--- src/rtl/ysyx_25020037_issue_ctrl.sv ---
// ysyx_25020037_issue_ctrl: IDU->EXU issue scheduler.
// Tracks in-flight loads per destination register, stalls issue on load-use
// hazards or when load capacity is exhausted, and drops wrong-path
// instructions while a redirect is pending.
// Optional performance counters are enabled with YSYX_25020037_ISSUE_PERF_EN.
module ysyx_25020037_issue_ctrl #(
    parameter int CNT_W      = 2,
    parameter int LOAD_DEPTH = 4
) (
    input  logic        clk,
    input  logic        rst,
    input  logic        idu_valid,
    output logic        idu_ready,
    input  logic [4:0]  idu_rs1,
    input  logic [4:0]  idu_rs2,
    input  logic        idu_rs1_used,
    input  logic        idu_rs2_used,
    input  logic [4:0]  idu_rd,
    input  logic        idu_gpr_we,
    input  logic        idu_is_load,
    input  logic        exu_ready,
    output logic        issue_valid,
    input  logic        ld_done_valid,
    input  logic [4:0]  ld_done_rd,
    input  logic        redirect_valid,
    input  logic        redirect_ack,
    output logic        flushing,
    output logic [2:0]  load_inflight,
    output logic        sb_err,
    output logic [31:0] perf_stall_cnt,
    output logic [31:0] perf_flush_cnt
);

    typedef enum logic {
        ST_RUN,
        ST_FLUSH
    } state_t;

    localparam logic [CNT_W-1:0] CNT_MAX = '1;
    localparam logic [2:0]       DEPTH   = 3'(LOAD_DEPTH);

    state_t           state_q, state_d;
    // Entry 0 is never written, so x0 always reads as no pending load.
    logic [CNT_W-1:0] cnt_q [32];
    logic [2:0]       inflight_q;
    logic             sb_err_q;

    logic             hazard;
    logic             fire;
    logic             ld_inc;
    logic             done_hit;
    logic             spurious;

    // Hazard detection against the registered scoreboard.
    always_comb begin
        hazard = 1'b0;
        if (idu_rs1_used && (idu_rs1 != 5'd0) && (cnt_q[idu_rs1] != '0))
            hazard = 1'b1;
        if (idu_rs2_used && (idu_rs2 != 5'd0) && (cnt_q[idu_rs2] != '0))
            hazard = 1'b1;
        if (idu_is_load && idu_gpr_we && (idu_rd != 5'd0) &&
            ((cnt_q[idu_rd] == CNT_MAX) || (inflight_q == DEPTH)))
            hazard = 1'b1;
    end

    // FSM next state and handshake outputs; both handshakes held low in reset.
    always_comb begin
        state_d   = state_q;
        idu_ready = 1'b0;
        fire      = 1'b0;
        case (state_q)
            ST_RUN: begin
                idu_ready = exu_ready & ~hazard & ~redirect_valid;
                fire      = idu_valid & idu_ready;
                if (redirect_valid)
                    state_d = ST_FLUSH;
            end
            ST_FLUSH: begin
                idu_ready = 1'b1;
                // A fresh redirect keeps us flushing even if an ack arrives.
                if (redirect_ack && !redirect_valid)
                    state_d = ST_RUN;
            end
            default: state_d = ST_RUN;
        endcase
        if (rst) begin
            idu_ready = 1'b0;
            fire      = 1'b0;
        end
        issue_valid = fire;
    end

    // Scoreboard increment/decrement qualifiers.
    always_comb begin
        ld_inc   = fire & idu_is_load & idu_gpr_we & (idu_rd != 5'd0);
        done_hit = ld_done_valid & (ld_done_rd != 5'd0) & (cnt_q[ld_done_rd] != '0);
        spurious = ld_done_valid & ~done_hit;
    end

    // FSM state register.
    always_ff @(posedge clk or posedge rst) begin
        if (rst)
            state_q <= ST_RUN;
        else
            state_q <= state_d;
    end

    // Per-register pending-load counters; simultaneous inc/dec cancel.
    always_ff @(posedge clk or posedge rst) begin
        if (rst) begin
            for (int unsigned r = 0; r < 32; r++)
                cnt_q[r] <= '0;
        end else begin
            for (int unsigned r = 1; r < 32; r++) begin
                if ((ld_inc && (idu_rd == 5'(r))) &&
                    !(done_hit && (ld_done_rd == 5'(r))))
                    cnt_q[r] <= cnt_q[r] + 1'b1;
                else if (!(ld_inc && (idu_rd == 5'(r))) &&
                         (done_hit && (ld_done_rd == 5'(r))))
                    cnt_q[r] <= cnt_q[r] - 1'b1;
            end
        end
    end

    // Total in-flight loads and sticky spurious-completion flag.
    always_ff @(posedge clk or posedge rst) begin
        if (rst) begin
            inflight_q <= '0;
            sb_err_q   <= 1'b0;
        end else begin
            case ({ld_inc, done_hit})
                2'b10:   inflight_q <= inflight_q + 3'd1;
                2'b01:   inflight_q <= inflight_q - 3'd1;
                default: inflight_q <= inflight_q;
            endcase
            if (spurious)
                sb_err_q <= 1'b1;
        end
    end

    assign flushing      = (state_q == ST_FLUSH);
    assign load_inflight = inflight_q;
    assign sb_err        = sb_err_q;

`ifdef YSYX_25020037_ISSUE_PERF_EN
    logic [31:0] stall_q;
    logic [31:0] drop_q;

    // Hazard-stall and wrong-path-drop cycle counters, free-running wrap.
    always_ff @(posedge clk or posedge rst) begin
        if (rst) begin
            stall_q <= '0;
            drop_q  <= '0;
        end else begin
            if ((state_q == ST_RUN) && idu_valid && exu_ready && hazard && !redirect_valid)
                stall_q <= stall_q + 32'd1;
            if ((state_q == ST_FLUSH) && idu_valid)
                drop_q <= drop_q + 32'd1;
        end
    end

    assign perf_stall_cnt = stall_q;
    assign perf_flush_cnt = drop_q;
`else
    assign perf_stall_cnt = '0;
    assign perf_flush_cnt = '0;
`endif

endmodule
--- config.mk ---
export PLATFORM = sky130hd
export DESIGN_NAME = ysyx_25020037_issue_ctrl
export DESIGN_NICKNAME = d
export VERILOG_FILES = /design/src/rtl/ysyx_25020037_issue_ctrl.sv
export SDC_FILE = /design/constraint.sdc
export NUM_CORES = 1
export LEC_CHECK = 0
export CORE_ASPECT_RATIO = 0.6
export CORE_MARGIN = 3
export CORE_UTILIZATION = 38
export DETAILED_ROUTE_END_ITERATION = 10
export GPL_TIMING_DRIVEN = 1
export SYNTH_ARGS = -nofsm -noshare
export SYNTH_HDL_FRONTEND = slang
export SYNTH_SLANG_ARGS = --single-unit
export TNS_END_PERCENT = 20
--- constraint.sdc ---
create_clock -name clk -period 6.8 [get_ports clk]
set_input_delay 1.02 -clock clk [delete_from_list [all_inputs] [get_ports clk]]
set_output_delay 1.02 -clock clk [all_outputs]
set_load 0.05 [all_outputs]
==> results of run 1 <==
[Yosys cell counts, types with 7 or more instances]
library cell   n
dfrtp_1       67
nand2_1       38
nor4_1        32
nor2b_1        7
buf_2         10
nand3_1       37
clkbuf_1       8
nor3_1         7
mux4_2        26
xor2_1        64
xnor2_1       32
nor2_1        75
buf_4         71
inv_1         14
ha_1          32
[path summary, 6_finish.rpt]
kind / start / endpoint / slack [ps] / depth (start not counted)
min in group asynchronous: rst / flushing / 1200 / 2
min: sb_err / sb_err / 480 / 1
max: idu_rd[0] / issue_valid / 960 / 8
max reg2reg: cnt_q[14] / load_inflight[2] / 3160 / 13
max in group asynchronous: rst / cnt_q[12] / 4660 / 3
min reg2reg: sb_err / sb_err / 480 / 1
[power groups by stage]
stage / Combinational (mW) / Clock [mW] / Sequential, mW
2_1_floorplan: 0.529 / 0 / 0.664
3_3_place_gp: 0.674 / 0 / 0.687
3_5_place_dp: 0.689 / 0 / 0.693
4_1_cts: 0.694 / 0.486 / 0.687
5_1_grt: 0.760 / 0.501 / 0.707
6_report: 0.706 / 0.474 / 0.692
[placed cells by master (no fill, tap or decap), types with 3 or more instances in the layout]
cell type         n
a211oi_1          3
a21boi_0          3
a21oi_1           4
a221oi_1          3
a311o_1           3
a31oi_1           4
and2_1            4
buf_4             5
clkbuf_16         9
clkdlybuf4s50_1  37
conb_1           64
dfrtp_1          67
ha_1             32
inv_1            13
mux2_2            4
mux2i_1           5
mux4_2           26
nand2_1          38
nand3_1          37
nand3b_1          4
nor2_1           75
nor2b_1           7
nor3_1            7
nor4_1           32
o2111ai_1         3
o211ai_1          5
xnor2_1          32
xor2_1           64
[registers in the layout, summed over array words and instances (netlist names)]
signal / flops
sb_err: 1
flushing: 1
load_inflight: 3
cnt_q: 62
[cells by family after synthesis]
group	Yosys count	synth area share, %
AO/OA/AOI/OAI	44	6.01
AND/OR/NAND/NOR	217	18.3
adder cells (fa/ha/maj)	33	7.29
multiplexers	36	12.3
flip-flops	67	29.1
XOR/XNOR	96	14.6
buffers and inverters	111	12.3
other	1	0.0651
[final cells by class]
class / instances / area, um2
flip-flops and latches: 67 / 1680
multi-input cells: 490 / 3610
fillers: 1427 / 8380
repair buffers: 42 / 408
clock buffers: 13 / 260
well taps: 198 / 248
clock inverters: 2 / 35.0
inverters: 15 / 56.3
[stage by stage]
step	hold slack [ps]	cell area (um2)	setup WS, ps	utilization [%]	power (mW)
2_1_floorplan	459	6000	2220	-	1.19
4_1_cts	492	6300	1060	42.9	1.87
6_report	484	6300	957	42.9	1.87
5_1_grt	516	6300	826	42.9	1.97
3_3_place_gp	468	6000	1130	40.9	1.36
3_5_place_dp	476	6000	1060	40.9	1.38
[metal layers]
metal / track usage (%) / vias up / part of all wire (%)
met5: 0 / - / 0
met4: 3.67 / 0 / 1.0
li1: - / 2048 / -
met3: 8.09 / 21 / 13
met1: 31.0 / 2189 / 47
met2: 25.7 / 223 / 39
[worst max-delay path, stage by stage]
cell and delay, ps:
clkdlybuf4s50_1 840, and2b_1 520, nand3_1 150, a32oi_1 170, o211ai_1 120, o41ai_1 1020, a211oi_1 210, clkdlybuf4s50_1 760
==> impl_metrics.tcl, run 1 <==
set metrics [dict create \
    max-vdd-ir-drop_uv 147 \
    power_density_nw_per_um2 297 \
    final-setup-viol-count 0 \
    portBuffers 37 \
    ys.flop_type "dfrtp_1" \
    p_int_mw 1.12 \
    post-synth-top-area-cell "dfrtp_1" \
    dpl.hpwl_mm 12.7 \
    cap_violations 0 \
    clock_sinks 67 \
    clk_pin_slew_ps 50 \
    slew_headroom_pct 22.6 \
    insertedDiodeCount 0 \
    die_y_um 101 \
    nets 689 \
    finalHoldViolCount 0 \
    dieArea_um2 16700 \
    rows 34 \
    pin_count 102 \
    antenna_found_initial 0 \
    p_leak_nw 2.81 \
    worst-path-max-fanout 20 \
    core_area_um2 14700 \
    via_per_inst 5.42 \
    first_pass_iters 5 \
    synth.avg_cell_area_um2 9.53 \
    dieWidth_um 165 \
    yosysUniqueCellTypes 59 \
    clock-root-buffer "clkbuf_16" \
    power_switching_share_pct 40.3 \
    yosysWarnings 2 \
    p_seq_share_pct 37.0 \
    worst_ep_required_time_ps 5780 \
    cts_setup_buffers 0 \
    vias 4481 \
    cts_tree "built" \
    rsz0062_at_grt "false" \
    min_period_over_period_pct 85.9 \
    worstMarginPinSlew_ps 1150 \
    synth_area_leaders "dfrtp_1 29%, mux4_2 10%, xor2_1 9.7%, buf_4 9.2%, ha_1 6.9%" \
    layout-drive-gt1-share_pct 8.74 \
    outcome "finished clean" \
    htree_num_levels 3 \
    grt_overflow 0 \
    post_cts_resized 0 \
    cts-buffers-inserted 9 \
    synth-seq-cells 67 \
    dr.first_iter.drc_count 545 \
    maxSlewViolCount 0 \
    cts_hold_buffers 0 \
    place_congestion 0.973 \
    routedWlPerCell_um 19.7 \
    place_inst 812 \
    synth_edf_count 0 \
    wirelength_mm 16.3 \
    post-route-min-period_ps 5840 \
    synth_top_area_share_pct 29.1 \
    final.setup_skew_ps 4.41 \
    cp.arrival_ps 4820 \
    cts_buffer_depth 2 \
    synth_cells 605 \
    finalSetupTns_ps 0 \
    floorplan.initialDensity_pct 39.3 \
    first_global_vias 4361 \
    crit_type "in2out" \
    synthesis.area_um2 5760 \
    grt_usage_pct 20.0 \
    p_sw_mw 0.755 \
    max_freq_mhz 171 \
    startpoint_type "input port" \
    end_kind "output port" \
    synthToLayoutAreaGrowth_pct 9.25 \
    drc 0 \
    ys_seq_area_share_pct 29.1 \
    fin_cells 827 \
    p_comb_share_pct 37.7 \
    pwr-share-clk_pct 25.3 \
    ant_nets 0 \
    clk_latency_ps 340 \
    postSynth.asyncResetShare_pct 100 \
    holdCritPathClass "reg2reg" \
    grt_pass1_wl_mm 25.2 \
    grt_start_max_net_pins 35 \
]
No activity file was read; power rests on OpenSTA's default activity.
==> run 2, diff against run 1 <==
--- a/config.mk
+++ b/config.mk
@@ -5,11 +5,13 @@
 export SDC_FILE = /design/constraint.sdc
 export NUM_CORES = 1
 export LEC_CHECK = 0
+export CAP_MARGIN = 20
 export CORE_ASPECT_RATIO = 0.6
 export CORE_MARGIN = 3
-export CORE_UTILIZATION = 38
+export CORE_UTILIZATION = 53
 export DETAILED_ROUTE_END_ITERATION = 10
 export GPL_TIMING_DRIVEN = 1
+export PLACE_DENSITY = 0.8
 export SYNTH_ARGS = -nofsm -noshare
 export SYNTH_HDL_FRONTEND = slang
 export SYNTH_SLANG_ARGS = --single-unit
==> impl_metrics.tcl, run 2 (synthesis gave the netlist of run 1 again) <==
set metrics [dict create \
    outcome "finished clean" \
    placed_cell_area_um2 5930 \
    crit_start "idu_rd[0]" \
    layout.cells.most_common "nor2_1" \
    layout-drive-gt1-share_pct 9.05 \
    post-route-util_pct 60.7 \
    dr.first_iter.drc_count 563 \
    r2r_end "cnt_q[59]" \
    r2r_setup_slack_ps 3230 \
    wirelength_mm 16.1 \
    grt_start_max_net_pins 39 \
    p_leak_nw 2.81 \
    grt_overflow 0 \
    worst_ep_required_time_ps 5780 \
    largest_reg_flops 62 \
    cts-buffers-inserted 9 \
    clk_pin_slew_ps 50 \
    cts_hold_buffers 0 \
    critical-path-top-delay-family "buffers and inverters" \
    cp.depth 8 \
    htree_num_levels 3 \
    p_total_mw 1.84 \
    dpl_worst_slack_ps 1150 \
    dieArea_um2 12200 \
    antenna_found_initial 0 \
    cpMostUsedCell "clkdlybuf4s50_1" \
    place_congestion 1.11 \
    min_period_over_period_pct 85.4 \
    post-route-min-period_ps 5810 \
    largest_register "cnt_q" \
    floorplan.initialDensity_pct 56.3 \
    layout_common_cells "75 x nor2_1, 67 x dfrtp_1, 64 x xor2_1, 64 x conb_1, 38 x nand2_1" \
    finalSetupTns_ps 0 \
    clock_sinks 67 \
    cts_buffer_depth 2 \
    pwr-share-clk_pct 23.8 \
    max_freq_mhz 172 \
    holdCritPathClass "reg2reg" \
    p_comb_share_pct 38.7 \
    crit_end "idu_ready" \
    finalHoldViolCount 0 \
    vias 4634 \
    cap_violations 0 \
    clk_latency_ps 340 \
    rsz0062_at_grt "false" \
    cp.arrival_ps 4790 \
    post_cts_resized 0 \
    power_switching_share_pct 41.0 \
    power_density_nw_per_um2 297 \
    holdWs_ps 482 \
    first_pass_iters 5 \
    rr_worst_depth 11 \
    grt_pass1_wl_mm 24.9 \
    cp_cell_sequence "clkdlybuf4s50_1 -> and2b_1 -> nand3_1 -> a32oi_1 -> o211ai_1 -> o41ai_1 -> a221oi_1 -> clkdlybuf4s50_1" \
    worstMarginPinSlew_ps 1140 \
    fin_area_um2 6210 \
    max-vdd-ir-drop_uv 237 \
    via_per_inst 6.06 \
    maxSlewViolCount 0 \
    p_sw_mw 0.755 \
    first_global_vias 4421 \
    startpoint_type "input port" \
    cts_tree "built" \
    place_inst 750 \
    insertedDiodeCount 0 \
    final.setup_skew_ps 6.97 \
    worst-path-max-fanout 20 \
    cp_slowest_stage_delay_ps 870 \
    ant_nets 0 \
    fin_cells 765 \
    finalWorstSetupSlack_ps 991 \
    slew_headroom_pct 23.9 \
    cts_setup_buffers 0 \
    core_area_um2 10200 \
    final-setup-viol-count 0 \
    routedWlPerCell_um 21.1 \
    p_int_mw 1.09 \
    portBuffers 37 \
    dieWidth_um 141 \
    rows 28 \
    crit_buf_inv 2 \
    crit_type "in2out" \
    dpl.hpwl_mm 12.5 \
    nets 690 \
    end_kind "output port" \
    clock-root-buffer "clkbuf_16" \
    pin_count 102 \
    grt_usage_pct 26.9 \
    r2r-start "cnt_q[10]" \
    die_y_um 86.8 \
    p_seq_share_pct 37.5 \
    drc 0 \
    synthToLayoutAreaGrowth_pct 7.75 \
    crit_path_top_delay_cell "o41ai_1" \
]
-- run 2: cell types whose count changed in the layout (fill, tap and decap cells not counted) --
cell       delta
clkinv_2      +1
buf_4         +1
bufinv_16     -1
clkbuf_8      +1
clkbuf_1      -1
-- run 2: routing by layer --
layer  vias to the layer above  global-route usage, %  wire (um)
li1                       2050                      -          -
met1                      2236                   39.8       6780
met2                       315                   37.2       6600
met3                        33                   9.87       2450
met4                         0                   6.95        290
met5                         -                      0          0
-- run 2: how the worst min path moves through the flow --
stage / startpoint / endpoint / slack, ps / depth (start not counted)
2_1_floorplan: cnt_q[1] / cnt_q[1] / 460 / 1
3_3_place_gp: sb_err / sb_err / 460 / 1
3_5_place_dp: sb_err / sb_err / 470 / 1
4_1_cts: sb_err / sb_err / 480 / 1
5_1_grt: sb_err / sb_err / 500 / 1
6_report: sb_err / sb_err / 480 / 1
-- run 2: cell type report --
| type | instances | area [um2] |
|---|---|---|
| Clock buffer | 13 | 270 |
| Clock inverter | 2 | 10.0 |
| Fill cell | 902 | 4020 |
| Inverter | 15 | 56.3 |
| Multi-Input combinational cell | 490 | 3610 |
| Sequential cell | 67 | 1680 |
| Tap cell | 135 | 169 |
| Timing Repair Buffer | 43 | 415 |
-- run 2: worst reg2reg max path: stages, from the launching register on --
cell     delay [ps]
dfrtp_1         480
mux4_2          490
mux2_2          280
nand2_1          70
a22o_1          160
nand4_1         360
buf_4           360
nor4_1          610
ha_1            270
xor2_1          160
nor2_1           70
xor2_1          140
-- run 2: power by group through the flow --
stage | Combinational (mW) | Clock, mW | Sequential, mW
finish | 0.713 | 0.439 | 0.691
global route | 0.757 | 0.469 | 0.706
CTS | 0.696 | 0.447 | 0.684
detailed placement | 0.690 | 0 | 0.690
global placement | 0.668 | 0 | 0.681
floorplan | 0.529 | 0 | 0.664
==> run 3, diff against run 2 <==
--- a/config.mk
+++ b/config.mk
@@ -5,7 +5,6 @@
 export SDC_FILE = /design/constraint.sdc
 export NUM_CORES = 1
 export LEC_CHECK = 0
-export CAP_MARGIN = 20
 export CORE_ASPECT_RATIO = 0.6
 export CORE_MARGIN = 3
 export CORE_UTILIZATION = 53
==> results of run 3 <==
No change in the layout: final DEF, timing and power equal those of run 2.
